File: config.mk
export PLATFORM = sky130hd
export DESIGN_NAME = mem_arbiter
export DESIGN_NICKNAME = d
export VERILOG_FILES = /design/src/rtl/cpu_types_pkg.sv /design/src/rtl/arb_starve_ctr.sv /design/src/rtl/mem_arbiter.sv
export SDC_FILE = /design/constraint.sdc
export NUM_CORES = 1
export LEC_CHECK = 0
export CAP_MARGIN = 15
export CORE_AREA = 2 2 102 104
export DETAILED_ROUTE_END_ITERATION = 10
export DIE_AREA = 0 0 104 106
export PLACE_DENSITY = 0.69
export SLEW_MARGIN = 30
export SYNTH_ARGS = -nofsm -noshare
export SYNTH_HDL_FRONTEND = slang
export SYNTH_SLANG_ARGS = --single-unit
export TNS_END_PERCENT = 20
File: constraint.sdc
create_clock -name CLK -period 4.2 [get_ports CLK]
set_input_delay 0.84 -clock CLK [delete_from_list [all_inputs] [get_ports CLK]]
set_output_delay 0.84 -clock CLK [all_outputs]
set_load 0.01 [all_outputs]
File: src/rtl/cpu_types_pkg.sv
// Shared CPU types: RAM handshake states, machine word and the memory-arbiter FSM states.
package cpu_types_pkg;

  localparam int unsigned WORD_W = 32;
  localparam int unsigned STAT_W = 32;

  typedef logic [WORD_W-1:0] word_t;

  typedef enum logic [1:0] {
    FREE   = 2'b00,
    BUSY   = 2'b01,
    ACCESS = 2'b10,
    ERROR  = 2'b11
  } ramstate_t;

  typedef enum logic [1:0] {
    IDLE   = 2'b00,
    IGRANT = 2'b01,
    DGRANT = 2'b10
  } arb_state_t;

endpackage

File: src/rtl/arb_starve_ctr.sv
// Saturating count of back-to-back data grants taken while an instruction fetch waits.
module arb_starve_ctr #(
  parameter int unsigned STARVE_W   = 4,
  parameter int unsigned STARVE_MAX = 4
) (
  input  logic CLK,
  input  logic nRST,
  input  logic inc,
  input  logic clr,
  output logic sat_c
);

  localparam logic [STARVE_W-1:0] MAX_VAL = STARVE_W'(STARVE_MAX);

  logic [STARVE_W-1:0] cnt_q, cnt_d;

  // Clear dominates increment; increment stops at the saturation value.
  always_comb begin
    cnt_d = cnt_q;
    if (clr) begin
      cnt_d = '0;
    end else if (inc && (cnt_q != MAX_VAL)) begin
      cnt_d = cnt_q + STARVE_W'(1);
    end
  end

  always_ff @(posedge CLK or negedge nRST) begin
    if (!nRST) begin
      cnt_q <= '0;
    end else begin
      cnt_q <= cnt_d;
    end
  end

  assign sat_c = (cnt_q == MAX_VAL);

endmodule

File: src/rtl/mem_arbiter.sv
// Arbitrates the single RAM port between fetch (I) and MEM-stage (D) requesters, D first with starvation guard.
// Optional MEM_ARB_STATS_EN adds saturating completed-access counters per requester class.
module mem_arbiter
  import cpu_types_pkg::*;
#(
  parameter int unsigned STARVE_MAX = 4,
  parameter int unsigned STARVE_W   = 4
) (
  input  logic        CLK,
  input  logic        nRST,
  input  logic        iREN,
  input  logic [31:0] iaddr,
  output logic [31:0] iload,
  output logic        iwait,
  input  logic        dREN,
  input  logic        dWEN,
  input  logic [31:0] daddr,
  input  logic [31:0] dstore,
  output logic [31:0] dload,
  output logic        dwait,
  output logic        ramREN,
  output logic        ramWEN,
  output logic [31:0] ramaddr,
  output logic [31:0] ramstore,
  input  logic [31:0] ramload,
  input  logic [1:0]  ramstate
`ifdef MEM_ARB_STATS_EN
  ,
  output logic [31:0] stat_igrants,
  output logic [31:0] stat_dgrants
`endif
);

  arb_state_t state_q, state_d;
  logic       d_req;
  logic       ram_ok;
  logic       i_done;
  logic       d_done;
  logic       starve_clr;
  logic       starve_sat;

  assign d_req  = dREN | dWEN;
  assign ram_ok = (ramstate_t'(ramstate) == ACCESS);

  arb_starve_ctr #(
    .STARVE_W  (STARVE_W),
    .STARVE_MAX(STARVE_MAX)
  ) u_starve (
    .CLK  (CLK),
    .nRST (nRST),
    .inc  (d_done & iREN),
    .clr  (starve_clr | i_done),
    .sat_c(starve_sat)
  );

  // Grant selection and RAM drive; a dropped request aborts the grant with no response.
  always_comb begin
    state_d    = state_q;
    ramREN     = 1'b0;
    ramWEN     = 1'b0;
    ramaddr    = '0;
    ramstore   = '0;
    iwait      = 1'b1;
    dwait      = 1'b1;
    iload      = '0;
    dload      = '0;
    i_done     = 1'b0;
    d_done     = 1'b0;
    starve_clr = 1'b0;
    unique case (state_q)
      IDLE: begin
        starve_clr = ~iREN;
        if (iREN && starve_sat) begin
          state_d = IGRANT;
        end else if (d_req) begin
          state_d = DGRANT;
        end else if (iREN) begin
          state_d = IGRANT;
        end
      end
      DGRANT: begin
        if (!d_req) begin
          state_d = IDLE;
        end else begin
          ramaddr  = daddr;
          ramstore = dstore;
          ramWEN   = dWEN;
          ramREN   = dREN & ~dWEN;
          if (ram_ok) begin
            dwait   = 1'b0;
            dload   = ramload;
            d_done  = 1'b1;
            state_d = IDLE;
          end
        end
      end
      IGRANT: begin
        if (!iREN) begin
          state_d = IDLE;
        end else begin
          ramaddr = iaddr;
          ramREN  = 1'b1;
          if (ram_ok) begin
            iwait   = 1'b0;
            iload   = ramload;
            i_done  = 1'b1;
            state_d = IDLE;
          end
        end
      end
      default: state_d = IDLE;
    endcase
  end

  always_ff @(posedge CLK or negedge nRST) begin
    if (!nRST) begin
      state_q <= IDLE;
    end else begin
      state_q <= state_d;
    end
  end

`ifdef MEM_ARB_STATS_EN
  logic [STAT_W-1:0] stat_i_q, stat_i_d;
  logic [STAT_W-1:0] stat_d_q, stat_d_d;

  // Completed-access counters hold at all-ones rather than wrapping.
  always_comb begin
    stat_i_d = stat_i_q;
    stat_d_d = stat_d_q;
    if (i_done && (stat_i_q != '1)) stat_i_d = stat_i_q + STAT_W'(1);
    if (d_done && (stat_d_q != '1)) stat_d_d = stat_d_q + STAT_W'(1);
  end

  always_ff @(posedge CLK or negedge nRST) begin
    if (!nRST) begin
      stat_i_q <= '0;
      stat_d_q <= '0;
    end else begin
      stat_i_q <= stat_i_d;
      stat_d_q <= stat_d_d;
    end
  end

  assign stat_igrants = stat_i_q;
  assign stat_dgrants = stat_d_q;
`endif

endmodule
# Word level (Yosys, flattened, before mapping)
# Index checks and enable logic that the tools add are counted.
# classes
n_addsub	1
n_mux	35
bitwise	6
eq_ne	6
reduce_logical	4
# op_table
cell	count
2-to-1 mux 32 bit	9
case mux 32 bit (2 select lines)	1
2-to-1 mux 1 bit	15
2-to-1 mux 2 bit	6
2-to-1 mux 4 bit	2
case mux 2 bit (3 select lines)	1
adder 4 x 1 -> 4 bit (second input constant)	1
equality test 2 bit (second input constant)	2
equality test 4 x 3 -> 1 bit (second input constant)	1
!= test 4 x 3 -> 1 bit (second input constant)	1
!= test 4 bit (second input constant)	1
bitwise AND 1 bit	2
equality test 2 x 1 -> 1 bit (second input constant)	1
logical AND 1 bit	2
logical NOT 2 bit	1
NOT 1 bit	2
OR 1 bit	2
case mux 1 bit (2 select lines)	1
nonzero test 2 bit	1
# totals
input_bits	135
output_inout_bits	132
regBits	6

# Logic depth before layout (Yosys ltp)
# depth
word_depth	8
mapped_depth	7
ltp_nobuf	7

# Modules after synthesis
# From an unflattened synthesis, not the netlist that was laid out.
# hier_totals
hier_cells	248
hier_area_um2	1726.7
# modules_own_cells
mod	cells_per_inst	seq_area_each_um2	instances	area_each_um2
mem_arbiter	224	50.0	1	1492.7
arb_starve_ctr	24	100.1	1	234.0

# Worst setup path before layout
# OpenSTA, ideal clock, no wires.
# synth_path
path_type	input to output
startpoint	input iREN
endpoint	output ramaddr[0]
required_time_ns	3.360
n_path_buf	3
stages	6
setup_slack_ns	1.689
arrival_time_ns	1.671
cell_sequence	buf_2 and2_1 buf_2 buf_4 a22oi_1 nor2b_1
# synth_via
elab_chain_len	2
# synth_lines
element	line	source
from (decl)	mem_arbiter.sv:11	input logic iREN,
2-to-1 mux 32 bit	mem_arbiter.sv:98	if (!iREN) begin
case mux 32 bit (2 select lines)	mem_arbiter.sv:70	unique case (state_q)
to (decl)	mem_arbiter.sv:23	output logic [31:0] ramaddr,
# Every way passes these cells.

# Worst setup path after layout
# layout_path
startpoint	input iREN
endpoint	output ramaddr[4]
# Same word-level chain as after synthesis.

==> flow_summary.toml <==
[outcome]
outcome = "completed"

[clock_network]
hold_buffers = 0
htreeDepth = 1
clk_path_buf_depth = 2
cts_setup_buffers = 0
cts_made_buffers = 3
path_clk_slew_ns = 0.03
cts-root-buf = "clkbuf_8"
cts_resized = 0
cts_sinks = 6
insertion_delay_ns = 0.22
tritoncts = "done"

[worst_setup_path]
slowest_delay_ns = 0.63
cp_top_family = "buffers and inverters"
critical_path_class = "in2out"
required_ns = 3.36
cpMostUsedCell = "clkdlybuf4s50_1"
r2r_slack_ns = 2.57
worst_path_max_delay_cell = "clkdlybuf4s50_1"
arrival_ns = 2.90
critPathMaxFanout = 29
critPathBufInv = 3
critPathLaunchType = "input pin"
r2r-start = "state_q[0]"
setup.worst_path.start = "iREN"
endpoint_kind = "primary output"
path_cells = "clkdlybuf4s50_1 -> and2_1 -> buf_12 -> a22oi_1 -> nor2b_1 -> clkdlybuf4s50_1"

[global_route]
grt_use_total_pct = 16.2
antenna_found_initial = 0
gr-total-overflow = 0
grt_pass1_vias = 2580
grt_pass1_wl_um = 14500
grt_max_degree = 34

[timing]
worst_pin_slew_ns = 0.831
rsz0062_at_grt = "false"
final-hold-violation-count = 0
drv_slew = 0
period_share_pct = 89.1
skew_ns = 0.00168
slew_headroom_pct = 44.6
finalSetupTns_ns = 0
max_freq_mhz = 267
setup_viol = 0
finalCriticalPeriod_ns = 3.74

[die]
core-area_um2 = 10000
dieArea_um2 = 11000
chipWidth_um = 104
pin_count = 267
die_height_um = 106
initial_core_util_pct = 17.1
rows = 37

[detailed_routing]
ant_nets = 0
drc = 0
wl_per_cell_um = 15.7
drt-initial-drc-count = 92
vias = 2644
routed_wl_um = 9900
drtPass1Iterations = 5
viasPerCell = 4.20

[min_path]
min_from = "u_starve.cnt_q[3]"
hp-class = "reg2reg"

[cells_and_area]
layout.area.seq_um2 = 150
drive_above_1_share_pct = 3.04
areaGrowthSynthToFinish_pct = 164
fin_nets = 637
multiInputGateArea_um2 = 1400
fillers = 1012
diodes = 0

[placed_design]
dp_hpwl_um = 8400
place.gp.congestion = 0.794
port-buffer-count = 266

[power]
cellLeakagePower_uw = 0.00163
p_total_uw = 1210
p_per_area_nw_per_um2 = 270
peakVddDrop_uv = 326

[yosys]
syn_avg_cell_area_um2 = 7.05
synth.distinct_cells = 30
ys_ff_latch = 6
ys_warn_count = 0
synthCells = 242
syn-num-nets = 383
yosysSeqAreaShare_pct = 8.80
netlist_area_um2 = 1710

[job]
cap_violations = 0
## worst paths after layout
path	endpoint	depth (start not counted)
setup / recovery	ramaddr[4]	6
setup reg to reg	u_starve.cnt_q[3]	5
hold / removal	u_starve.cnt_q[3]	2
hold reg to reg	u_starve.cnt_q[3]	2
max in group asynchronous	u_starve.cnt_q[1]	1
min in group asynchronous	state_q[0]	1
## where the power goes
part	internal, µW	total, µW	switching [µW]
clock network	61.2	82.4	21.1
logic	605	1050	446
registers	68.5	81.4	12.9
total	735	1210	480
## state kept, by name, indices dropped and copies added, names as in the netlist
register and count:
state_q 2, u_starve.cnt_q 4
## worst reg2reg max path, delay by kind of cell, from the launching register on
kind / cells / cell delay (ns)
simple gates: 1 / 0.41
buf+inv: 1 / 0.11
fa+ha+maj: 1 / 0.24
compound gates: 1 / 0.13
flops: 1 / 0.42
mux: 1 / 0.23
## synth_stat cells
cell | instances | area, µm²
and2_1 | 99 | 619
a22oi_1 | 32 | 240
nor2b_1 | 32 | 200
nand3_1 | 8 | 40.0
clkbuf_2 | 7 | 35.0
inv_1 | 7 | 26.3
clkbuf_1 | 6 | 22.5
dfrtp_1 | 6 | 150
ha_1 | 6 | 75.1
nand2_1 | 5 | 18.8
buf_2 | 4 | 20.0
mux2i_1 | 4 | 40.0
buf_6 | 3 | 33.8
o2111ai_1 | 3 | 26.3
buf_4 | 2 | 15.0
nand3b_1 | 2 | 15.0
nor2_2 | 2 | 12.5
nor4_1 | 2 | 12.5
a2111o_1 | 1 | 11.3
and3b_1 | 1 | 8.76
inv_2 | 1 | 3.75
nand2b_1 | 1 | 6.26
nand2b_2 | 1 | 8.76
nand4_1 | 1 | 6.26
nor2_1 | 1 | 3.75
nor4b_1 | 1 | 8.76
nor4b_4 | 1 | 23.8
o21a_1 | 1 | 7.51
o21ai_0 | 1 | 5.00
o21ai_2 | 1 | 8.76
## layout make-up
| class | instances | share of cell area, % |
|---|---|---|
| clock buffer | 3 | 0.917 |
| inverter | 8 | 0.667 |
| multi-input combinational | 206 | 31.1 |
| sequential | 6 | 3.33 |
| tap | 136 | 3.78 |
| timing repair buffer | 271 | 60.2 |
## metal layers
metal	up-vias	GRT usage (%)	share of wire (%)
li1	1312	-	-
met1	1202	18.9	39
met2	116	30.3	52
met3	14	3.43	6.6
met4	0	3.67	1.9
met5	-	0	0
## placed cells by master (no fill, tap or decap), drive strengths merged, types with 3 or more instances in the layout
cell,instances
o2111ai,3
a22oi,32
nor2,3
inv,8
nor2b,32
clkbuf,3
buf,5
dfrtp,6
clkdlybuf4s50,266
nand2,5
nand3,8
mux2i,4
and2,99
ha,6
## through the flow
| stage | hold slack [ns] | utilization (%) | setup WS [ns] | cells | cell area [µm²] |
|---|---|---|---|---|---|
| floorplan | 0.516 | - | 1.69 | 242 | 1710 |
| global placement | 0.539 | 44.6 | 0.467 | 627 | 4460 |
| detailed placement | 0.564 | 44.6 | 0.425 | 627 | 4460 |
| CTS | 0.573 | 45.0 | 0.430 | 630 | 4500 |
| global route | 0.599 | 45.0 | 0.289 | 630 | 4500 |
| finish | 0.567 | 45.0 | 0.460 | 630 | 4500 |
## logic make-up after synthesis
kind of cell               after synthesis  synth area share (%)
and+or+nand+nor                        157                  57.7
AOI/OAI and AO/OA                       39                  17.5
buffers and inverters                   30                  9.17
adders and majority gates                6                  4.40
DFF                                      6                  8.80
muxes                                    4                  2.35
(Power assumes the default switching activity.)
